**config.mk**
```make
export PLATFORM = sky130hd
export DESIGN_NAME = nand_chain_pipe
export DESIGN_NICKNAME = d
export VERILOG_FILES = /design/src/rtl/nand_chain_pipe.sv
export SDC_FILE = /design/constraint.sdc
export NUM_CORES = 1
export LEC_CHECK = 0
export ABC_AREA = 1
export CAP_MARGIN = 20
export CORE_ASPECT_RATIO = 0.6
export CORE_MARGIN = 2
export CORE_UTILIZATION = 50
export DETAILED_ROUTE_END_ITERATION = 7
export DONT_BUFFER_PORTS = 1
export PLACE_DENSITY = 0.66
export REMOVE_ABC_BUFFERS = 1
export SLEW_MARGIN = 20
export SYNTH_ARGS = -nofsm -noshare
export SYNTH_HDL_FRONTEND = slang
export SYNTH_SLANG_ARGS = --single-unit
```
**constraint.sdc**
```tcl
create_clock -name clk -period 1.3 [get_ports clk]
set_clock_uncertainty 0.2 [all_clocks]
set_input_delay 0.065 -clock clk [delete_from_list [all_inputs] [get_ports clk]]
set_output_delay 0.065 -clock clk [all_outputs]
set_load 0.1 [all_outputs]
```
**src/rtl/nand_chain_pipe.sv**
```systemverilog
// Pipelined NAND cascade with one NAND level per register stage and a global stall.
// Define NAND_CHAIN_CNT_EN to add the 16-bit output-transfer counter port CNT.
module nand_chain_pipe #(
    parameter int WIDTH = 8,
    parameter int NOPS  = 3
) (
    input  logic                    clk,
    input  logic                    rst,
    input  logic [NOPS*WIDTH-1:0]   OPS,
    input  logic                    in_valid,
    output logic                    in_ready,
    output logic [WIDTH-1:0]        D,
    output logic                    out_valid,
    input  logic                    out_ready
`ifdef NAND_CHAIN_CNT_EN
    ,
    output logic [15:0]             CNT
`endif
);

    logic adv;

    assign adv      = ~out_valid | out_ready;
    assign in_ready = adv;

    // Stage s holds r(s+1) plus the operands still waiting for later stages.
    for (genvar s = 0; s < NOPS - 1; s++) begin : g_stg
        logic             vld_d, vld_q, vld_in;
        logic [WIDTH-1:0] res_d, res_q, res_in;

        if (s == 0) begin : g_src
            assign vld_in = in_valid;
            assign res_in = ~(OPS[0 +: WIDTH] & OPS[WIDTH +: WIDTH]);
        end else begin : g_src
            assign vld_in = g_stg[s-1].vld_q;
            assign res_in = ~(g_stg[s-1].res_q & g_stg[s-1].g_rem.rem_q[WIDTH-1:0]);
        end

        always_comb begin
            vld_d = vld_q;
            res_d = res_q;
            if (adv) begin
                vld_d = vld_in;
                if (vld_in) begin
                    res_d = res_in;
                end
            end
        end

        always_ff @(posedge clk) begin
            if (rst) begin
                vld_q <= 1'b0;
                res_q <= '0;
            end else begin
                vld_q <= vld_d;
                res_q <= res_d;
            end
        end

        if (s < NOPS - 2) begin : g_rem
            localparam int RW = (NOPS - 2 - s) * WIDTH;
            logic [RW-1:0] rem_d, rem_q, rem_in;

            // Lowest remaining operand is consumed by the next stage; the rest moves along.
            if (s == 0) begin : g_ri
                assign rem_in = OPS[NOPS*WIDTH-1 : 2*WIDTH];
            end else begin : g_ri
                assign rem_in = g_stg[s-1].g_rem.rem_q[RW+WIDTH-1 : WIDTH];
            end

            always_comb begin
                rem_d = rem_q;
                if (adv && vld_in) begin
                    rem_d = rem_in;
                end
            end

            always_ff @(posedge clk) begin
                if (rst) begin
                    rem_q <= '0;
                end else begin
                    rem_q <= rem_d;
                end
            end
        end
    end

    assign out_valid = g_stg[NOPS-2].vld_q;
    assign D         = g_stg[NOPS-2].res_q;

`ifdef NAND_CHAIN_CNT_EN
    logic [15:0] cnt_d, cnt_q;

    always_comb begin
        cnt_d = cnt_q;
        if (out_valid && out_ready) begin
            cnt_d = cnt_q + 16'd1;
        end
    end

    always_ff @(posedge clk) begin
        if (rst) begin
            cnt_q <= '0;
        end else begin
            cnt_q <= cnt_d;
        end
    end

    assign CNT = cnt_q;
`endif

endmodule

```
==> reports/qor.csv <==
stage;metric;value;unit
sta;shortest period the worst path allows;1.25;ns
yosys;Avg Cell Area, Syn;6.82;µm²
drt;DRC violations left;0;
final_layout;FF+latch area;522;µm²
power_and_ir_drop;worst IR drop on VDD;0.623;mV
sta;worst slew pin tran;0.285;ns
critical_path;critical-path cell list;dlygate4sd3_1 -> inv_2 -> nand2_4 -> buf_8;
final_layout;final instance count without filler cells;249;
placed_design;Port-buffer cells;0;
clock_tree;H-tree depth;1;
critical_path;Max stage delay on crit path;0.54;ns
yosys;Syn Inst Count;183;
drt;DR WL/cell;10.7;µm
clock_tree;Root Driver;clkbuf_8;
flow_run;Max-Cap Viols;0;
global_routing;met3 usage;5.04;%
yosys;share of the synthesized area in the top cell type;41.7;%
global_routing;via count of the first global-routing pass;846;
drt;via/cell ratio;4.76;
clock_tree;setup bufs post-CTS;0;
critical_path;Critical-path top delay cell;dlygate4sd3_1;
clock_tree;CTS Buf Count;3;
yosys;mapped cell area;0.00125;mm²
critical_path;Critical Path Source Type;input pin;
sta;max_slew headroom;81.1;%
global_routing;initial antenna violation count;0;
clock_tree;Worst-path clk slew;0.09;ns
final_layout;post-layout util;73.6;%
final_layout;Area Growth Syn to Fin;33.4;%
floorplanning;chip height;42.7;µm
yosys;post-synthesis sequential element count;26;
critical_path;critical path class;in -> out;
final_layout;share of cells above drive strength 1;11.4;%
clock_tree;clk_lat worst skew;0.27;ns
placed_design;gpl congestion;0.758;
critical_path;r2r worst-path depth;4;
min_path;Hold Crit Class;in -> reg;
critical_path;CP max FO;7;
run_status;outcome;finished, final reports clean;
final_layout;ant diodes;0;
global_routing;GRT Util Overall;16.7;%
sta;Max Clk Rate;797;MHz
global_routing;grt ovf;0;
floorplanning;Ports;38;
sta;Tcrit/Tclk final;96.5;%
global_routing;pin count of the biggest net entering global routing;34;
final_layout;area occupied by multi-input gates;510;µm²
sta;Final TNS setup;0;ns
power_and_ir_drop;Power Total;1.88;mW
drt;via count;1185;
sta;# setup viols final;0;
floorplanning;std cell rows;13;
critical_path;CP Data Required Time;1.03;ns
drt;Post-DRT Antenna Nets;0;
critical_path;Critical Path Sink;in_ready;
final_layout;fillers;195;
yosys;area leader, netlist;dfxtp_1;
critical_path;FF-to-FF End;g_stg[0].res_q[5];
sta;RSZ-0062 raised after global routing;false;
critical_path;R2R Setup Slk;0.13;ns
yosys;Yosys warning count;0;
placed_design;DP Cell Count;217;
sta;final-report max-slew violation count;0;
global_routing;met1 GRT Util;24.5;%
drt;drt initial violations;114;
floorplanning;initial core utilization;55.2;%
power_and_ir_drop;Power Dens Cells;1130;mW/mm²
yosys;largest cells by area after synthesis;dfxtp_1 42%, nand2_1 12%, a21oi_1 10%;
floorplanning;die span in x;68.5;µm
clock_tree;# clock sinks;26;
power_and_ir_drop;Lkg Pwr;0.889;nW
yosys;synth unique cells;12;
sta;final hold violations;0;
yosys;Seq/Total Area, Yosys;41.7;%
global_routing;GR peak layer;met1;
critical_path;crit path DAT;0.99;ns
critical_path;Setup crit end kind;output pin;
clock_tree;worst-case clock buffer depth;2;
global_routing;first-pass GRT wire length;3.74;mm
floorplanning;CORE AREA;0.00226;mm²
critical_path;Worst R2R Start;out_valid;
global_routing;met2 Track Usage GR;22.9;%
critical_path;crit path from;out_ready;
final_layout;fin nets;248;
drt;drt pass-1 iters;4;
placed_design;dpl hpwl;1.63;mm
floorplanning;die area;0.00292;mm²
clock_tree;CTS tree;done;
drt;final wirelength;2.65;mm
cells in the mapped netlist, drive strengths merged:
cell type / instances
nor2: 24
inv: 27
buf: 12
dfxtp: 26
nand2: 42
nand3: 25
a21oi: 26
clkbuf: 1
worst min-delay path by stage:
stage	from	end	slack, ns	cells after the start
6_report	rst	out_valid	0.27	2
5_1_grt	rst	out_valid	0.27	2
4_1_cts	in_valid	g_stg[0].vld_q	-0.26	2
3_5_place_dp	rst	g_stg[0].vld_q	-0.06	1
3_3_place_gp	rst	g_stg[0].vld_q	-0.06	1
2_1_floorplan	rst	g_stg[0].vld_q	-0.07	1
critical path: cells and delay by family:
family        cells  cell delay, ns
buf+inv           3            0.81
simple gates      1            0.11
cell type report:
cell class | count | share of cell area [%]
tap | 30 | 2.26
multi-input combinational | 117 | 30.7
clock buffer | 4 | 3.31
timing repair buffer | 45 | 26.3
sequential | 26 | 31.4
inverter | 27 | 6.09
logic make-up after synthesis:
| kind of cell | count (synthesis) | share of synthesized area, % |
|---|---|---|
| simple gates | 91 | 30.5 |
| buf+inv | 40 | 17.4 |
| flops | 26 | 41.7 |
| compound gates | 26 | 10.4 |
per-layer routing:
| layer | up-vias | part of all wire [%] |
|---|---|---|
| li1 | 634 | - |
| met1 | 522 | 50 |
| met2 | 25 | 44 |
| met3 | 4 | 4.2 |
| met4 | 0 | 1.5 |
| met5 | - | 0 |
state kept, by name (all words and copies together), names as in the netlist:
register,cells
D,8
g_stg.g_rem.rem_q,8
g_stg.res_q,8
g_stg.vld_q,1
out_valid,1
placed cells by master (no fill, tap or decap):
cell,instances
nand2_1,41
dlygate4sd3_1,27
a21oi_1,26
inv_1,26
dfxtp_1,25
nand3_1,25
nor2_1,24
buf_4,15
clkbuf_8,4
buf_12,2
inv_2,1
nand2_4,1
dfxtp_2,1
buf_8,1
through the flow:
step | worst slack, ns | hold slack, ns | area [µm²]
after floorplan | -0.929 | -0.0659 | 1130
after global placement | 0.165 | -0.0638 | 1310
after detailed placement | 0.0953 | -0.0559 | 1310
after CTS | 0.0139 | -0.259 | 1390
after global routing | 0.00499 | 0.269 | 1660
final | 0.0454 | 0.270 | 1660
where the power goes:
group / leakage (nW) / total [mW] / internal (mW) / switching, mW
logic: 0.644 / 0.469 / 0.168 / 0.301
clock network: 0.0288 / 0.515 / 0.271 / 0.245
registers: 0.216 / 0.892 / 0.860 / 0.0324
total: 0.889 / 1.88 / 1.30 / 0.578
what timing repair did:
action / 4_1_cts / 5_1_grt
hold buffers: 2 / 26
hold endpoints to repair: 26 / 17
setup endpoints to repair: 1 / 3
resized for setup: 1 / 2
cloned: 0 / 0
Power figures use the tool's default switching activity.
